[config.mk]
export PLATFORM = sky130hd
export DESIGN_NAME = led_disp_scan
export DESIGN_NICKNAME = d
export VERILOG_FILES = /design/src/rtl/led_disp_pkg.sv /design/src/rtl/seg7_decode.sv /design/src/rtl/led_disp_scan.sv
export SDC_FILE = /design/constraint.sdc
export NUM_CORES = 1
export LEC_CHECK = 0
export ABC_CLOCK_PERIOD_IN_PS = 4600
export CAP_MARGIN = 5
export CORE_MARGIN = 5
export CORE_UTILIZATION = 45
export DETAILED_ROUTE_END_ITERATION = 6
export GPL_TIMING_DRIVEN = 0
export PLACE_DENSITY = 0.76
export SYNTH_ARGS = -nofsm -noshare
export SYNTH_HDL_FRONTEND = slang
export SYNTH_SLANG_ARGS = --single-unit
[constraint.sdc]
create_clock -name clk -period 4.6 [get_ports clk]
set_input_delay 0.92 -clock clk [delete_from_list [all_inputs] [get_ports clk]]
set_output_delay 0.92 -clock clk [all_outputs]
set_load 0.01 [all_outputs]
[src/rtl/led_disp_pkg.sv]
// ---------------------------------------------------------------------------
// led_disp_pkg
// Shared constants and helpers for the keypad-entry LED display scanner.
//   KEY_NONE   : keypad code meaning "no key pressed"
//   KEY_CLR    : clears the whole entry buffer
//   KEY_BS     : backspace, drops the most recently entered digit
//   BLANK_CODE : buffer code for an empty slot (decodes to all segments off)
//   SEG_BLANK  : segment pattern with every segment off
//   clog2()    : width helper for counters and indices
// ---------------------------------------------------------------------------
package led_disp_pkg;

    localparam logic [3:0] KEY_NONE   = 4'hF;
    localparam logic [3:0] KEY_CLR    = 4'hB;
    localparam logic [3:0] KEY_BS     = 4'hE;
    localparam logic [3:0] BLANK_CODE = 4'hF;
    localparam logic [6:0] SEG_BLANK  = 7'h00;

    // Ceiling log2, never below 1 so that a single-value counter still
    // gets a one-bit register instead of a zero-width vector.
    function automatic int clog2(input int value);
        int r;
        r = 0;
        for (int v = value - 1; v > 0; v = v >> 1) begin
            r = r + 1;
        end
        return (r < 1) ? 1 : r;
    endfunction

endpackage

[src/rtl/seg7_decode.sv]
// ---------------------------------------------------------------------------
// seg7_decode
// Combinational hex-to-7-segment decoder. Codes 0-9 and A-E show their hex
// glyphs; code F is the empty-slot marker and shows nothing.
// Ports:
//   code_i : 4-bit digit code
//   seg_o  : segment pattern, bit 0 = a ... bit 6 = g, active-high
// ---------------------------------------------------------------------------
module seg7_decode
    import led_disp_pkg::*;
(
    input  logic [3:0] code_i,
    output logic [6:0] seg_o
);

    always_comb begin
        seg_o = SEG_BLANK;
        case (code_i)
            4'h0:    seg_o = 7'h3F;
            4'h1:    seg_o = 7'h06;
            4'h2:    seg_o = 7'h5B;
            4'h3:    seg_o = 7'h4F;
            4'h4:    seg_o = 7'h66;
            4'h5:    seg_o = 7'h6D;
            4'h6:    seg_o = 7'h7D;
            4'h7:    seg_o = 7'h07;
            4'h8:    seg_o = 7'h7F;
            4'h9:    seg_o = 7'h6F;
            4'hA:    seg_o = 7'h77;
            4'hB:    seg_o = 7'h7C;
            4'hC:    seg_o = 7'h39;
            4'hD:    seg_o = 7'h5E;
            4'hE:    seg_o = 7'h79;
            default: seg_o = SEG_BLANK;
        endcase
    end

endmodule

[src/rtl/led_disp_scan.sv]
// ---------------------------------------------------------------------------
// led_disp_scan
// Keypad-entry digit buffer with a multiplexed 7-segment scan. One code is
// accepted per key press (no auto-repeat); KEY_CLR empties the buffer and
// KEY_BS removes the latest digit. The buffer is scanned onto an active-low
// digit-select bus and is also exported raw for downstream compare logic.
//
// Parameters:
//   NUM_DIGITS : buffer slots / scanned positions (1..SEL_W)
//   SEL_W      : physical digit-select bus width, unused bits held 1
//   SCAN_DIV   : clock cycles per scan slot (>= 1)
//   DP_POS     : slot that shows the decimal point (>= NUM_DIGITS disables)
// Ports:
//   clk        : system clock
//   rst_n      : synchronous reset, active-low
//   key        : keypad code, 4'hF = no key
//   select     : digit select, active-low one-hot, registered
//   segment7x  : segments a..g (bit 0 = a), active-high, registered
//   dp         : decimal point, active-high, registered
//   number_out : raw buffer, digit 0 in [3:0]
//   entry_cnt  : digits entered, saturates at NUM_DIGITS
// Build option:
//   LEADING_ZERO_BLANK_EN : blank leading zeros in slots above DP_POS
// ---------------------------------------------------------------------------
module led_disp_scan
    import led_disp_pkg::*;
#(
    parameter int NUM_DIGITS = 3,
    parameter int SEL_W      = 8,
    parameter int SCAN_DIV   = 1,
    parameter int DP_POS     = 1
) (
    input  logic                                clk,
    input  logic                                rst_n,
    input  logic [3:0]                          key,
    output logic [SEL_W-1:0]                    select,
    output logic [6:0]                          segment7x,
    output logic                                dp,
    output logic [4*NUM_DIGITS-1:0]             number_out,
    output logic [clog2(NUM_DIGITS+1)-1:0]      entry_cnt
);

    localparam int CNT_W = clog2(NUM_DIGITS + 1);
    localparam int IDX_W = clog2(NUM_DIGITS);
    localparam int PRE_W = clog2(SCAN_DIV);

    localparam logic [CNT_W-1:0] CNT_MAX  = CNT_W'(NUM_DIGITS);
    localparam logic [IDX_W-1:0] IDX_LAST = IDX_W'(NUM_DIGITS - 1);
    localparam logic [PRE_W-1:0] PRE_LAST = PRE_W'(SCAN_DIV - 1);

    logic [4*NUM_DIGITS-1:0] buf_q, buf_d;
    logic [CNT_W-1:0]        cnt_q, cnt_d;
    logic [3:0]              key_prev_q;
    logic [PRE_W-1:0]        presc_q, presc_d;
    logic [IDX_W-1:0]        idx_q, idx_d;
    logic [SEL_W-1:0]        sel_q, sel_d;
    logic [6:0]              seg_q, seg_d;
    logic                    dp_q, dp_d;

    logic                    press;
    logic [3:0]              code_mux;
    logic [6:0]              dec_seg;
    logic                    lz_blank;

    // Entry buffer: a press is a transition from "no key" to a real code, so
    // holding a key or sliding directly from one key to another is ignored.
    always_comb begin
        press = (key_prev_q == KEY_NONE) && (key != KEY_NONE);
        buf_d = buf_q;
        cnt_d = cnt_q;
        if (press) begin
            if (key == KEY_CLR) begin
                buf_d = {NUM_DIGITS{BLANK_CODE}};
                cnt_d = '0;
            end else if (key == KEY_BS) begin
                for (int i = 0; i < NUM_DIGITS - 1; i++) begin
                    buf_d[4*i +: 4] = buf_q[4*(i+1) +: 4];
                end
                buf_d[4*(NUM_DIGITS-1) +: 4] = BLANK_CODE;
                if (cnt_q != '0) begin
                    cnt_d = cnt_q - 1'b1;
                end
            end else begin
                for (int i = 1; i < NUM_DIGITS; i++) begin
                    buf_d[4*i +: 4] = buf_q[4*(i-1) +: 4];
                end
                buf_d[3:0] = key;
                if (cnt_q != CNT_MAX) begin
                    cnt_d = cnt_q + 1'b1;
                end
            end
        end
    end

    // Scan position: the prescaler sets how long each digit stays lit.
    always_comb begin
        presc_d = presc_q + 1'b1;
        idx_d   = idx_q;
        if (presc_q == PRE_LAST) begin
            presc_d = '0;
            idx_d   = (idx_q == IDX_LAST) ? '0 : idx_q + 1'b1;
        end
    end

    // Buffer slot currently being scanned.
    always_comb begin
        code_mux = BLANK_CODE;
        for (int i = 0; i < NUM_DIGITS; i++) begin
            if (idx_q == IDX_W'(i)) begin
                code_mux = buf_q[4*i +: 4];
            end
        end
    end

    seg7_decode u_seg7_decode (
        .code_i (code_mux),
        .seg_o  (dec_seg)
    );

`ifdef LEADING_ZERO_BLANK_EN
    // A zero is "leading" when every slot above it is zero or empty; only
    // slots left of the decimal point are candidates so "0.5" keeps its 0.
    always_comb begin
        lz_blank = 1'b0;
        for (int i = 0; i < NUM_DIGITS; i++) begin
            if ((idx_q == IDX_W'(i)) && (i > DP_POS)) begin
                lz_blank = (buf_q[4*i +: 4] == 4'h0);
                for (int j = i + 1; j < NUM_DIGITS; j++) begin
                    if ((buf_q[4*j +: 4] != 4'h0) && (buf_q[4*j +: 4] != BLANK_CODE)) begin
                        lz_blank = 1'b0;
                    end
                end
            end
        end
    end
`else
    always_comb begin
        lz_blank = 1'b0;
    end
`endif

    // Pin values for the current slot; bits beyond NUM_DIGITS stay off.
    always_comb begin
        for (int i = 0; i < SEL_W; i++) begin
            sel_d[i] = !((i < NUM_DIGITS) && (idx_q == IDX_W'(i)));
        end
        seg_d = lz_blank ? SEG_BLANK : dec_seg;
        dp_d  = (DP_POS < NUM_DIGITS) && (int'(idx_q) == DP_POS);
    end

    always_ff @(posedge clk) begin
        if (!rst_n) begin
            buf_q      <= {NUM_DIGITS{BLANK_CODE}};
            cnt_q      <= '0;
            key_prev_q <= KEY_NONE;
            presc_q    <= '0;
            idx_q      <= '0;
            sel_q      <= '1;
            seg_q      <= SEG_BLANK;
            dp_q       <= 1'b0;
        end else begin
            buf_q      <= buf_d;
            cnt_q      <= cnt_d;
            key_prev_q <= key;
            presc_q    <= presc_d;
            idx_q      <= idx_d;
            sel_q      <= sel_d;
            seg_q      <= seg_d;
            dp_q       <= dp_d;
        end
    end

    assign select     = sel_q;
    assign segment7x  = seg_q;
    assign dp         = dp_q;
    assign number_out = buf_q;
    assign entry_cnt  = cnt_q;

endmodule

==> impl_results.md <==
* Status: complete, no violations
* Final Critical Period at 2.32 ns
* R2R depth at 7
* Critical path's slowest cell: clkdlybuf4s50_1
* Final instance area at 2040 um^2
* Static leakage at 0.801 nW
* Core Box Area at 3390 um^2
* CTS buffer count at 5
* DR pass1 iterations at 4
* Hold slack final at 0.512 ns
* CP peak stage delay at 0.59 ns
* Pre-CTS WS at 2.12 ns
* Layout cell share with drive strength beyond 1 at 0.203
* Hpwl dp at 2460 um
* Io pins at 36
* I/O Buffers at 28
* Synth async-reset ratio at 0
* Number of synthesized flops with an enable pin at 0
* Core Util, Final at 0.603
* WL/cell at 13.7 um
* Slew margin rel. at 0.609
* Die area at 4840 um^2
* Hold Crit Class: reg2reg
* Synth top cells by count: dfxtp_1 (32), nand2_1 (12), o22ai_1 (12), a21oi_1 (10), nor2_1 (9)
* Nets@finish at 214
* Worst skew pair latency at 0.33 ns
* Global-route wire length before repair at 5750 um
* Clk sinks at 32
* Setup Buffers After CTS at 0
* Row count at 21
* Post-synthesis sequential area ratio at 0.402
* Worst r2r dst: segment7x[0]
* Crit path capture: number_out[7]
* #FFs+latches synth at 32
* Via density at 5.31
* Tcrit/Tclk final at 0.504
* # Max-Cap Violations at 0
* Vias in the first global route at 1265
* Final setup margin at 2.28 ns
* Fill count at 271
* RSZ-0062 raised after global routing: no
* CTS Buffer Depth at 2
* Final Skew at 0.00506 ns
* Area Growth Syn to Fin at 28.1%
* Final-report max-slew violation count at 0
* Leading area contributor after synthesis: dfxtp_1
* CP Buf/Inv Count at 1
* Fin. Hold Viols at 0
* Initial antenna violation count at 0
* Chip Width at 69.5 um
* Placed Area at 1950 um^2
* Worst Setup End Kind: primary output
* Hold Buf Count CTS at 0
* Crit path launch: number_out[7]
* Routed WL at 3400 um
* Die height at 69.5 um
* Top-count cell post-synth: dfxtp_1
* Final antenna-violating net count at 0
* Main area contributors after synthesis: dfxtp_1 (40%), ha_1 (5.5%), mux2_2 (4.9%)
* Post-CTS sizing at 0
* Setup TNS at 0 ns
* Clock slew seen by the registers of the worst setup and hold paths at 0.10 ns
* Post-route DRC at 0
* Pwr dens at 331 nW/um^2
* Critical path peak fanout at 5
* Starting Density at 0.471
* Max IR drop VDD at 0.185 mV
* Yosys warnings at 0
* Tot GR Track Use at 0.147
* Worst path depth at 1
* CTS root buffer: clkbuf_4
* Critical Setup Path Class: reg2out
* CTS tree: yes
* Cell count after synthesis at 162
* R2R Setup Slk at 2.34 ns
* Mapped Avg Cell Area at 9.85 um^2
* Measured slew at the worst slew-check pin at 0.586 ns
* Worst path required time at 3.68 ns
* Worst path top cell family by delay: buffers and inverters
* Setup violations, final at 0
* Largest net degree at the start of global routing at 11
* FMAX at 431 MHz
* Initial drt markers at 62
* Synth unique cells at 41
* Synth Cell Area at 1600 um^2
* Synth Flop Type: dfxtp_1
* Vias at 1316
* Grt total ovfl at 0
* RR Startpoint: idx_q[1]
* Htree depth at 2
* Arr. time, crit path at 1.40 ns
* Antenna diodes at 0
* Final weighted congestion in routability-driven placement at 0.823
* Cell Chain, Critical Path: clkdlybuf4s50_1
* Top cell type's share of synthesized area at 0.402
* Startpoint class of the critical path: flip-flop
## sequential cells by signal, indices dropped and copies added (netlist names)
name	cells
select	3
idx_q	2
number_out	12
key_prev_q	4
segment7x	7
entry_cnt	2
dp	1
presc_q	1
## power by group
group	switching (W)	total, W	internal (W)
Combinational	0.0000671	0.000136	0.0000692
Clock	0.0000940	0.000238	0.000144
Sequential	0.00000903	0.000303	0.000294
Total	0.000170	0.000677	0.000507
## worst min-delay path by stage
stage | slack, ns | depth (start not counted) | start | end
finish | 0.51 | 2 | presc_q | idx_q[1]
global route | 0.52 | 2 | presc_q | idx_q[1]
CTS | 0.51 | 2 | presc_q | idx_q[1]
detailed placement | 0.49 | 2 | presc_q | idx_q[1]
global placement | 0.46 | 2 | presc_q | idx_q[1]
floorplan | 0.46 | 2 | presc_q | idx_q[1]
## tightest hold or removal path, delay by kind of cell, from the launching register on
kind             cells  cell delay, ns
AO/OA/AOI/OAI        1            0.05
flip-flops           1            0.35
AND/OR/NAND/NOR      1            0.07
## per-layer routing
metal	vias up	part of all wire	global-route usage
li1	646	-	-
met1	612	0.45	0.179
met2	51	0.47	0.229
met3	7	0.063	0.0507
met4	0	0.022	0.0716
met5	-	0	0
## cell families (layout without fill, tap and decap cells)
group                      after synthesis  count (layout)  share of synthesized area
buffers and inverters                   22              58                     0.0831
muxes                                   14              14                      0.106
other                                    2               6                    0.00471
adders and majority gates                7               7                     0.0549
AOI/OAI and AO/OA                       43              43                      0.209
and+or+nand+nor                         42              42                      0.140
DFF                                     32              32                      0.402
## placed cells by master (no fill, tap or decap), types with 2 or more instances in the layout
cell             count
a21oi_1             10
ha_1                 7
clkbuf_1             3
or2_2                2
nand2b_1             4
o21ai_0              5
buf_4                6
o22ai_4              2
mux2i_1              3
clkbuf_4             5
mux2_2               7
clkdlybuf4s50_1     28
conb_1               6
nand2_1             12
o22ai_1             12
o31ai_1              2
nor2_1               9
mux2_4               4
nor3_1               3
buf_6                3
buf_2                2
clkbuf_8             2
dfxtp_1             32
o22a_1               4
inv_1                7
nand3b_1             3
## layout make-up
class                           instances  area (um^2)  area share
Buffer                                 14          100      0.0490
Clock buffer                            7         65.1      0.0318
Clock inverter                          1         30.0      0.0147
Inverter                                8         32.5      0.0159
Multi-Input combinational cell        112          837       0.410
Sequential cell                        32          641       0.314
Tap cell                               46         57.6      0.0282
Timing Repair Buffer                   28          280       0.137
## stage by stage
step / std cells / total power, W
finish: 248 / 0.000677
detailed placement: 240 / 0.000444
floorplan: 166 / 0.000397
global placement: 240 / 0.000440
global route: 248 / 0.000713
CTS: 248 / 0.000685
(Power assumes the default switching activity.)
